`config.mk`:
```
export PLATFORM = sky130hd
export DESIGN_NAME = uart_packet_rx
export DESIGN_NICKNAME = d
export VERILOG_FILES = /design/src/rtl/uart_packet_rx.sv
export SDC_FILE = /design/constraint.sdc
export NUM_CORES = 1
export LEC_CHECK = 0
export ABC_AREA = 1
export CORE_ASPECT_RATIO = 1.1
export CORE_MARGIN = 2
export CORE_UTILIZATION = 60
export DETAILED_ROUTE_END_ITERATION = 10
export GPL_ROUTABILITY_DRIVEN = 0
export PLACE_DENSITY_LB_ADDON = 0.3
export SLEW_MARGIN = 20
export SYNTH_ARGS = -nofsm -noshare
export SYNTH_HDL_FRONTEND = slang
export SYNTH_SLANG_ARGS = --single-unit
```
`constraint.sdc`:
```
create_clock -name clk_i -period 2.3 [get_ports clk_i]
set_input_delay 0.23 -clock clk_i [delete_from_list [all_inputs] [get_ports clk_i]]
set_output_delay 0.23 -clock clk_i [all_outputs]
set_load 0.02 [all_outputs]
```
`src/rtl/uart_packet_rx.sv`:
```
// UART receiver assembling BYTES_PER_WORD 8N1 bytes (LSB byte first) into one word.
// Optional even parity bit when UART_PARITY_EN is defined (8E1 framing).
module uart_packet_rx #(
    parameter int unsigned CLKS_PER_BIT   = 434,
    parameter int unsigned BYTES_PER_WORD = 4,
    parameter int unsigned TIMEOUT_BITS   = 20
) (
    input  logic                        clk_i,
    input  logic                        rst_ni,
    input  logic                        rx_i,
    output logic [7:0]                  byte_data_o,
    output logic                        byte_valid_o,
    output logic [8*BYTES_PER_WORD-1:0] word_data_o,
    output logic                        word_valid_o,
    output logic                        frame_err_o,
    output logic                        timeout_err_o,
    output logic                        busy_o
);

    localparam int unsigned WordW   = 8 * BYTES_PER_WORD;
    localparam int unsigned CntW    = $clog2(CLKS_PER_BIT);
    localparam int unsigned ToLimit = TIMEOUT_BITS * CLKS_PER_BIT;
    localparam int unsigned ToW     = $clog2(ToLimit + 1);
    localparam int unsigned IdxW    = (BYTES_PER_WORD > 1) ? $clog2(BYTES_PER_WORD) : 1;

    localparam logic [CntW-1:0] HalfCnt = CntW'(CLKS_PER_BIT / 2 - 1);
    localparam logic [CntW-1:0] FullCnt = CntW'(CLKS_PER_BIT - 1);
    localparam logic [IdxW-1:0] LastIdx = IdxW'(BYTES_PER_WORD - 1);
    localparam logic [ToW-1:0]  ToLast  = ToW'(ToLimit - 1);

`ifdef UART_PARITY_EN
    typedef enum logic [2:0] {StIdle, StStart, StData, StParity, StStop, StWaitIdle} state_e;
`else
    typedef enum logic [2:0] {StIdle, StStart, StData, StStop, StWaitIdle} state_e;
`endif

    state_e            state_q, state_d;
    logic              rx_meta_q, rx_q;
    logic [CntW-1:0]   cnt_q, cnt_d;
    logic [2:0]        bit_q, bit_d;
    logic [7:0]        shift_q, shift_d;
    logic [7:0]        byte_q, byte_d;
    logic [IdxW-1:0]   idx_q, idx_d;
    logic [WordW-1:0]  word_q, word_d;
    logic [ToW-1:0]    to_q, to_d;
    logic              byte_valid_q, byte_valid_d;
    logic              word_valid_q, word_valid_d;
    logic              frame_err_q, frame_err_d;
    logic              timeout_err_q, timeout_err_d;

    always_ff @(posedge clk_i or negedge rst_ni) begin
        if (!rst_ni) begin
            state_q <= StIdle;
        end else begin
            state_q <= state_d;
        end
    end

    always_comb begin
        state_d = state_q;
        unique case (state_q)
            StIdle:     if (!rx_q) state_d = StStart;
            StStart:    if (cnt_q == HalfCnt) state_d = rx_q ? StIdle : StData;
`ifdef UART_PARITY_EN
            StData:     if (cnt_q == FullCnt && bit_q == 3'd7) state_d = StParity;
            StParity: begin
                if (cnt_q == FullCnt) begin
                    if (rx_q == ^shift_q) state_d = StStop;
                    else                  state_d = rx_q ? StIdle : StWaitIdle;
                end
            end
`else
            StData:     if (cnt_q == FullCnt && bit_q == 3'd7) state_d = StStop;
`endif
            StStop:     if (cnt_q == FullCnt) state_d = rx_q ? StIdle : StWaitIdle;
            StWaitIdle: if (rx_q) state_d = StIdle;
            default:    state_d = StIdle;
        endcase
    end

    always_comb begin
        cnt_d         = cnt_q + CntW'(1);
        bit_d         = bit_q;
        shift_d       = shift_q;
        byte_d        = byte_q;
        idx_d         = idx_q;
        word_d        = word_q;
        to_d          = '0;
        byte_valid_d  = 1'b0;
        word_valid_d  = 1'b0;
        frame_err_d   = 1'b0;
        timeout_err_d = 1'b0;
        unique case (state_q)
            StIdle: begin
                cnt_d = '0;
                bit_d = '0;
                // A start edge beats a timeout expiring in the same cycle.
                if (rx_q && idx_q != '0) begin
                    if (to_q == ToLast) begin
                        idx_d         = '0;
                        timeout_err_d = 1'b1;
                    end else begin
                        to_d = to_q + ToW'(1);
                    end
                end
            end
            StStart: if (cnt_q == HalfCnt) cnt_d = '0;
            StData: begin
                if (cnt_q == FullCnt) begin
                    cnt_d   = '0;
                    shift_d = {rx_q, shift_q[7:1]};
                    bit_d   = bit_q + 3'd1;
                end
            end
`ifdef UART_PARITY_EN
            StParity: begin
                if (cnt_q == FullCnt) begin
                    cnt_d = '0;
                    if (rx_q != ^shift_q) begin
                        frame_err_d = 1'b1;
                        idx_d       = '0;
                    end
                end
            end
`endif
            StStop: begin
                if (cnt_q == FullCnt) begin
                    cnt_d = '0;
                    if (rx_q) begin
                        byte_d       = shift_q;
                        byte_valid_d = 1'b1;
                        for (int unsigned k = 0; k < BYTES_PER_WORD; k++) begin
                            if (idx_q == IdxW'(k)) word_d[8*k +: 8] = shift_q;
                        end
                        if (idx_q == LastIdx) begin
                            word_valid_d = 1'b1;
                            idx_d        = '0;
                        end else begin
                            idx_d = idx_q + IdxW'(1);
                        end
                    end else begin
                        frame_err_d = 1'b1;
                        idx_d       = '0;
                    end
                end
            end
            StWaitIdle: cnt_d = '0;
            default:    cnt_d = '0;
        endcase
    end

    always_ff @(posedge clk_i or negedge rst_ni) begin
        if (!rst_ni) begin
            rx_meta_q     <= 1'b1;
            rx_q          <= 1'b1;
            cnt_q         <= '0;
            bit_q         <= '0;
            shift_q       <= '0;
            byte_q        <= '0;
            idx_q         <= '0;
            word_q        <= '0;
            to_q          <= '0;
            byte_valid_q  <= 1'b0;
            word_valid_q  <= 1'b0;
            frame_err_q   <= 1'b0;
            timeout_err_q <= 1'b0;
        end else begin
            rx_meta_q     <= rx_i;
            rx_q          <= rx_meta_q;
            cnt_q         <= cnt_d;
            bit_q         <= bit_d;
            shift_q       <= shift_d;
            byte_q        <= byte_d;
            idx_q         <= idx_d;
            word_q        <= word_d;
            to_q          <= to_d;
            byte_valid_q  <= byte_valid_d;
            word_valid_q  <= word_valid_d;
            frame_err_q   <= frame_err_d;
            timeout_err_q <= timeout_err_d;
        end
    end

    always_comb begin
        byte_data_o   = byte_q;
        byte_valid_o  = byte_valid_q;
        word_data_o   = word_q;
        word_valid_o  = word_valid_q;
        frame_err_o   = frame_err_q;
        timeout_err_o = timeout_err_q;
        busy_o        = (state_q != StIdle) || (idx_q != '0);
    end

endmodule

```
==> results.json, run 1 <==
{
  "yosys-top-cells-area": "dfrtp_1 (53%), nand2_1 (8.5%), o21ai_2 (7.2%)",
  "use_met3": 0.04388,
  "worstMarginPinSlew_ns": 0.6691,
  "grtUsageTotal": 0.2345,
  "post_drt_wl_per_cell_microns": 13.93,
  "drc_errors": 0,
  "maxSlewViolCount": 0,
  "grt_antenna_before_repair": 0,
  "met1_usage": 0.3161,
  "critical_path_class": "reg -> out",
  "critPathArrivalTime_ns": 1.94,
  "numCtsBuffers": 9,
  "grt.met2_usage": 0.3794,
  "gr-total-overflow": 0,
  "cts.clk_slew.worst_paths_ns": 0.08,
  "status": "complete, no violations",
  "fp.dieH_microns": 88.72,
  "synth_top_area_cell": "dfrtp_1",
  "grt_pass1_vias": 2778,
  "ys_ff_latch": 85,
  "fin_area_sq_um": 4636,
  "nets": 480,
  "cts_root_buffer": "clkbuf_8",
  "grt.busiest_layer": "met2",
  "antenna_left": 0,
  "core_sq_um": 6231,
  "dpl_cell_area_sq_um": 4438,
  "hold_viol": 0,
  "cp_slowest_cell": "clkdlybuf4s50_1",
  "die_area_sq_um": 7188,
  "cts_buffer_depth": 2,
  "async_flop_share": 1.000,
  "grt_pass1_wl_microns": 12850,
  "vias": 2925,
  "drt-initial-drc-count": 186,
  "syn2layout_area_growth_pct": 18.41,
  "clock-skew-final_ns": 0.01076,
  "hold_class": "in -> reg",
  "synth_nets": 427,
  "yosysUniqueCellTypes": 30,
  "clock_latency_ns": 0.36,
  "rows": 30,
  "synth_top_cell_area_share": 0.5305,
  "portBuffers": 47,
  "cts.sinks": 85,
  "ys.flop_type": "dfrtp_1",
  "postSynthCellCount": 414,
  "drt-total-wl_microns": 7676,
  "path_cells": "nor2_1, nand2_1, inv_1, nand2_1, clkdlybuf4s50_1",
  "vias_per_cell": 5.309,
  "synth_edf_count": 0,
  "cts_max_level": 3,
  "cp-start-kind": "flop",
  "avgSynthCellArea_sq_um": 9.457,
  "min_period_ns": 2.173,
  "finalSetupViolCount": 0,
  "cp_max_fo": 7,
  "synth_area_sq_um": 3915,
  "synth_most_common_cell": "nand2_1",
  "fin_cells": 551,
  "hpwl_microns": 5459,
  "synth_seq_area_share": 0.5439,
  "dp_cells": 535,
  "grt_max_degree": 86,
  "fmax_mhz": 460.1,
  "path_delay_family": "buffers and inverters",
  "cp-end-kind": "output pin",
  "antenna_cells": 0,
  "rsz0062_at_grt": "false",
  "slew_headroom": 0.5527,
  "cts_tree": "built",
  "fin_crit_sh": 0.9449,
  "hold_depth": 1,
  "synth_warnings": 0,
  "critPathMaxStageDelay_ns": 0.54,
  "critPathMostFrequentCell": "nand2_1",
  "peakVddDrop_uv": 642.7,
  "drive_above_1_share": 0.1762,
  "required_ns": 2.07,
  "p_leak_nw": 2.117,
  "die_w_microns": 81.02,
  "fin_tns_setup_ns": 0,
  "maxCapViolCount": 0,
  "crit_buf_inv": 2,
  "start_util": 0.6283,
  "r2r_cells": 4,
  "postLayoutCoreUtil": 0.7440,
  "io_pins": 48,
  "drtPass1Iterations": 4,
  "worstSetupPathDepth": 5,
  "pwr_density_cell_nw_per_um2": 554.1,
  "ys_top_cells_by_count": "nand2_1 (89), dfrtp_1 (83), nor2_1 (40), inv_1 (36), o21ai_2 (32)"
}
metal layers:
metal / wire [microns] / vias up
li1: - / 1452
met5: 0 / -
met1: 3479 / 1410
met4: 131 / 0
met3: 245 / 12
met2: 3818 / 51
power by group:
group          total, mW  internal [mW]  switching [mW]  leakage [nW]
Combinational     0.0380        0.00783          0.0302         0.860
Sequential          1.50           1.50         0.00257          1.17
Clock               1.03          0.496           0.536        0.0915
final timing paths:
path	slack (ns)	from	endpoint
worst min-delay path	0.28	rx_i	rx_meta_q
worst max-delay path	0.13	state_q[2]	busy_o
max in group asynchronous	1.46	rst_ni	rx_meta_q
worst min register to register	0.35	rx_meta_q	rx_q
min in group asynchronous	0.43	rst_ni	to_q[7]
worst max register to register	0.39	state_q[2]	shift_q[2]
registers in the layout, summed over array words and instances (netlist names):
| register | cells |
|---|---|
| rx_q | 1 |
| rx_meta_q | 1 |
| byte_valid_o | 1 |
| byte_data_o | 8 |
| state_q | 3 |
| frame_err_o | 1 |
| bit_q | 3 |
| word_valid_o | 1 |
| idx_q | 2 |
| word_data_o | 32 |
| timeout_err_o | 1 |
| to_q | 14 |
| cnt_q | 9 |
| shift_q | 8 |
cells by family (layout without fill, tap and decap cells):
group                    Yosys count  in the layout  share of synthesized area
AO/OA/AOI/OAI                     75             75                     0.1288
adder cells (fa/ha/maj)           10             10                    0.03196
XOR/XNOR                           4              4                   0.008950
buffers and inverters             46            103                    0.05465
AND/OR/NAND/NOR                  194            194                     0.2317
flip-flops                        85             85                     0.5439
layout by cell type, fill, tap and decap left out, drive strengths merged:
cell           netlist  final
nand3               23     23
xor2                 2      2
a31oi                2      2
clkinv               0      2
clkbuf               1      9
inv                 39     40
clkdlybuf4s50        0     46
a21boi               1      1
nor3                 9      9
dlygate4sd3          0      1
a21oi               14     14
clkinvlp             0      2
nand2              111    111
o21ai               58     58
or2                  1      1
dfrtp               83     83
dfstp                2      2
nor2                45     45
xnor2                2      2
ha                  10     10
nor3b                2      2
nand4                3      3
bufinv               0      1
buf                  6      2
what timing repair did:
| item | 4_1_cts | 5_1_grt |
|---|---|---|
| buffers inserted | 0 | 0 |
| hold buffers | 1 | 0 |
| hold endpoints to repair | 83 | 0 |
| gates resized for setup | 0 | 0 |
layout make-up:
type / count / area [sq um]
clock buffers: 9 / 123.9
clock inverters: 6 / 63.81
fillers: 471 / 1595
inverters: 39 / 148.9
multi-input cells: 283 / 1572
flip-flops and latches: 85 / 2130
well taps: 80 / 100.1
repair buffers: 49 / 498.0
metrics by stage:
stage	setup WS (ns)	power, mW	hold WS [ns]
after floorplan	0.7461	1.530	-0.06559
after global placement	0.5703	1.567	0.2928
after detailed placement	0.4563	1.568	0.2968
after CTS	0.09837	2.586	0.2662
after global routing	0.02277	2.647	0.2807
final	0.1266	2.568	0.2788
Power figures use the tool's default switching activity.
==> inputs of run 2 (changes only) <==
--- a/config.mk
+++ b/config.mk
@@ -8,7 +8,7 @@
 export ABC_AREA = 1
 export CORE_ASPECT_RATIO = 1.1
 export CORE_MARGIN = 2
-export CORE_UTILIZATION = 60
+export CORE_UTILIZATION = 50
 export DETAILED_ROUTE_END_ITERATION = 10
 export GPL_ROUTABILITY_DRIVEN = 0
 export PLACE_DENSITY_LB_ADDON = 0.3
==> constraint.sdc (replaced) <==
create_clock -name clk_i -period 1.9 [get_ports clk_i]
set_input_delay 0.19 -clock clk_i [delete_from_list [all_inputs] [get_ports clk_i]]
set_output_delay 0.19 -clock clk_i [all_outputs]
set_load 0.02 [all_outputs]
==> results.json, run 2 (same netlist as run 1, synthesis figures left out) <==
{
  "finalSetupViolCount": 0,
  "portBuffers": 47,
  "hold_class": "in -> async",
  "cts_max_level": 3,
  "antenna_cells": 0,
  "nets": 482,
  "clock_latency_ns": 0.35,
  "vias": 2901,
  "clock-skew-final_ns": 0.009914,
  "worstMarginPinSlew_ns": 0.3634,
  "grt_max_degree": 43,
  "dpl_cell_area_sq_um": 4484,
  "syn2layout_area_growth_pct": 21.57,
  "slew_headroom": 0.7569,
  "status": "complete, no violations",
  "grt.busiest_layer": "met2",
  "required_ns": 1.71,
  "cp-endpoint": "busy_o",
  "met1_usage": 0.2622,
  "grt.met2_usage": 0.3123,
  "fin_crit_sh": 0.9444,
  "grt_antenna_before_repair": 0,
  "fin_area_sq_um": 4760,
  "critical_path_class": "reg -> out",
  "cts_root_buffer": "clkbuf_8",
  "reg2reg_to": "byte_data_o[0]",
  "rsz0062_at_grt": "false",
  "post_drt_wl_per_cell_microns": 13.35,
  "fp.dieH_microns": 96.81,
  "min_period_ns": 1.794,
  "ff2ff_setup_slack_ns": 0.17,
  "use_met3": 0.03925,
  "drt-total-wl_microns": 7718,
  "gr-total-overflow": 0,
  "cts_tree": "built",
  "layout_common_cells": "nand2_1 (88), dfrtp_1 (82), clkdlybuf4s50_1 (45), nor2_1 (39), inv_1 (36)",
  "timing.rr.start": "cnt_q[1]",
  "io_pins": 48,
  "cp_slowest_cell": "dfrtp_1",
  "numCtsBuffers": 9,
  "fin_tns_setup_ns": 0,
  "cp-end-kind": "output pin",
  "hpwl_microns": 5412,
  "grt_pass1_vias": 2831,
  "drt-initial-drc-count": 122,
  "core_sq_um": 7515,
  "final_common_cell": "nand2_1",
  "cts.clk_slew.worst_paths_ns": 0.09,
  "peakVddDrop_uv": 446.8,
  "maxCapViolCount": 0,
  "grtUsageTotal": 0.1952,
  "drive_above_1_share": 0.1860,
  "rows": 33,
  "postLayoutCoreUtil": 0.6334,
  "n_fill_cell": 621,
  "cp_max_fo": 5,
  "path_cells": "inv_1, ha_1, nand2_1, dlygate4sd2_1",
  "holdWs_ns": 0.2483,
  "p_total_mw": 3.501,
  "cp-start-kind": "flop",
  "die_area_sq_um": 8555,
  "vias_per_cell": 5.019,
  "r2r_cells": 9,
  "critPathArrivalTime_ns": 1.60,
  "fmax_mhz": 557.3,
  "cts_buffer_depth": 2,
  "cp-startpoint": "idx_q[0]",
  "p_leak_nw": 2.156,
  "antenna_left": 0,
  "critPathMaxStageDelay_ns": 0.43,
  "drtPass1Iterations": 4,
  "cts.sinks": 85,
  "start_util": 0.5210,
  "grt_pass1_wl_microns": 13250,
  "pwr_density_cell_nw_per_um2": 735.5,
  "drc_errors": 0,
  "maxSlewViolCount": 0,
  "hold_viol": 0,
  "die_w_microns": 88.37,
  "largest_register_ffs": 32
}
run 2: through the flow:
step / instances / setup slack [ns]
floorplan: 414 / 0.3461
global route: 578 / 0.001149
detailed placement: 562 / 0.1852
finish: 578 / 0.1057
global placement: 562 / 0.2365
CTS: 578 / 0.05642
run 2: worst min path at each step:
stage	startpoint	end	slack [ns]	cells after the start
global route	rx_i	rx_meta_q	0.25	1
detailed placement	rst_ni	to_q[6]	0.09	1
global placement	rst_ni	to_q[6]	0.09	1
floorplan	rst_ni	bit_q[0]	-0.11	0
CTS	rx_i	rx_meta_q	0.24	1
finish	rst_ni	to_q[6]	0.25	2
run 2: final cells by class:
cell class                      count  area, sq um  share of cell area
Sequential cell                    85         2131              0.4477
Timing Repair Buffer               51        511.7              0.1075
Tap cell                          105        131.4             0.02760
Clock inverter                      6        136.4             0.02865
Inverter                           39        148.9             0.03128
Clock buffer                        9        123.9             0.02603
Multi-Input combinational cell    283         1577              0.3312
run 2: metal layers:
layer | share of wire | vias to the layer above
met5 | 0 | -
met4 | 0.0062 | 0
met3 | 0.035 | 4
met2 | 0.50 | 48
met1 | 0.46 | 1395
li1 | - | 1454
run 2: power by group:
part | internal (mW) | switching, mW | leakage, nW
clock | 1.00 | 0.637 | 0.126
combinational | 0.0108 | 0.0375 | 0.866
sequential | 1.81 | 0.00310 | 1.16
run 2: repair_timing:
action | 4_1_cts | 5_1_grt
endpoints found under the hold margin | 18 | 0
gates resized for setup | 1 | 3
cloned | 0 | 0
buffers inserted | 0 | 0
setup endpoints to repair | 1 | 1
hold buffers | 1 | 0
run 2: worst max-delay path, delay by kind of cell, from the launching register on:
kind | cells | cell delay (ns)
AND/OR/NAND/NOR | 1 | 0.11
flip-flops | 1 | 0.43
buffers and inverters | 2 | 0.43
adder cells (fa/ha/maj) | 1 | 0.30
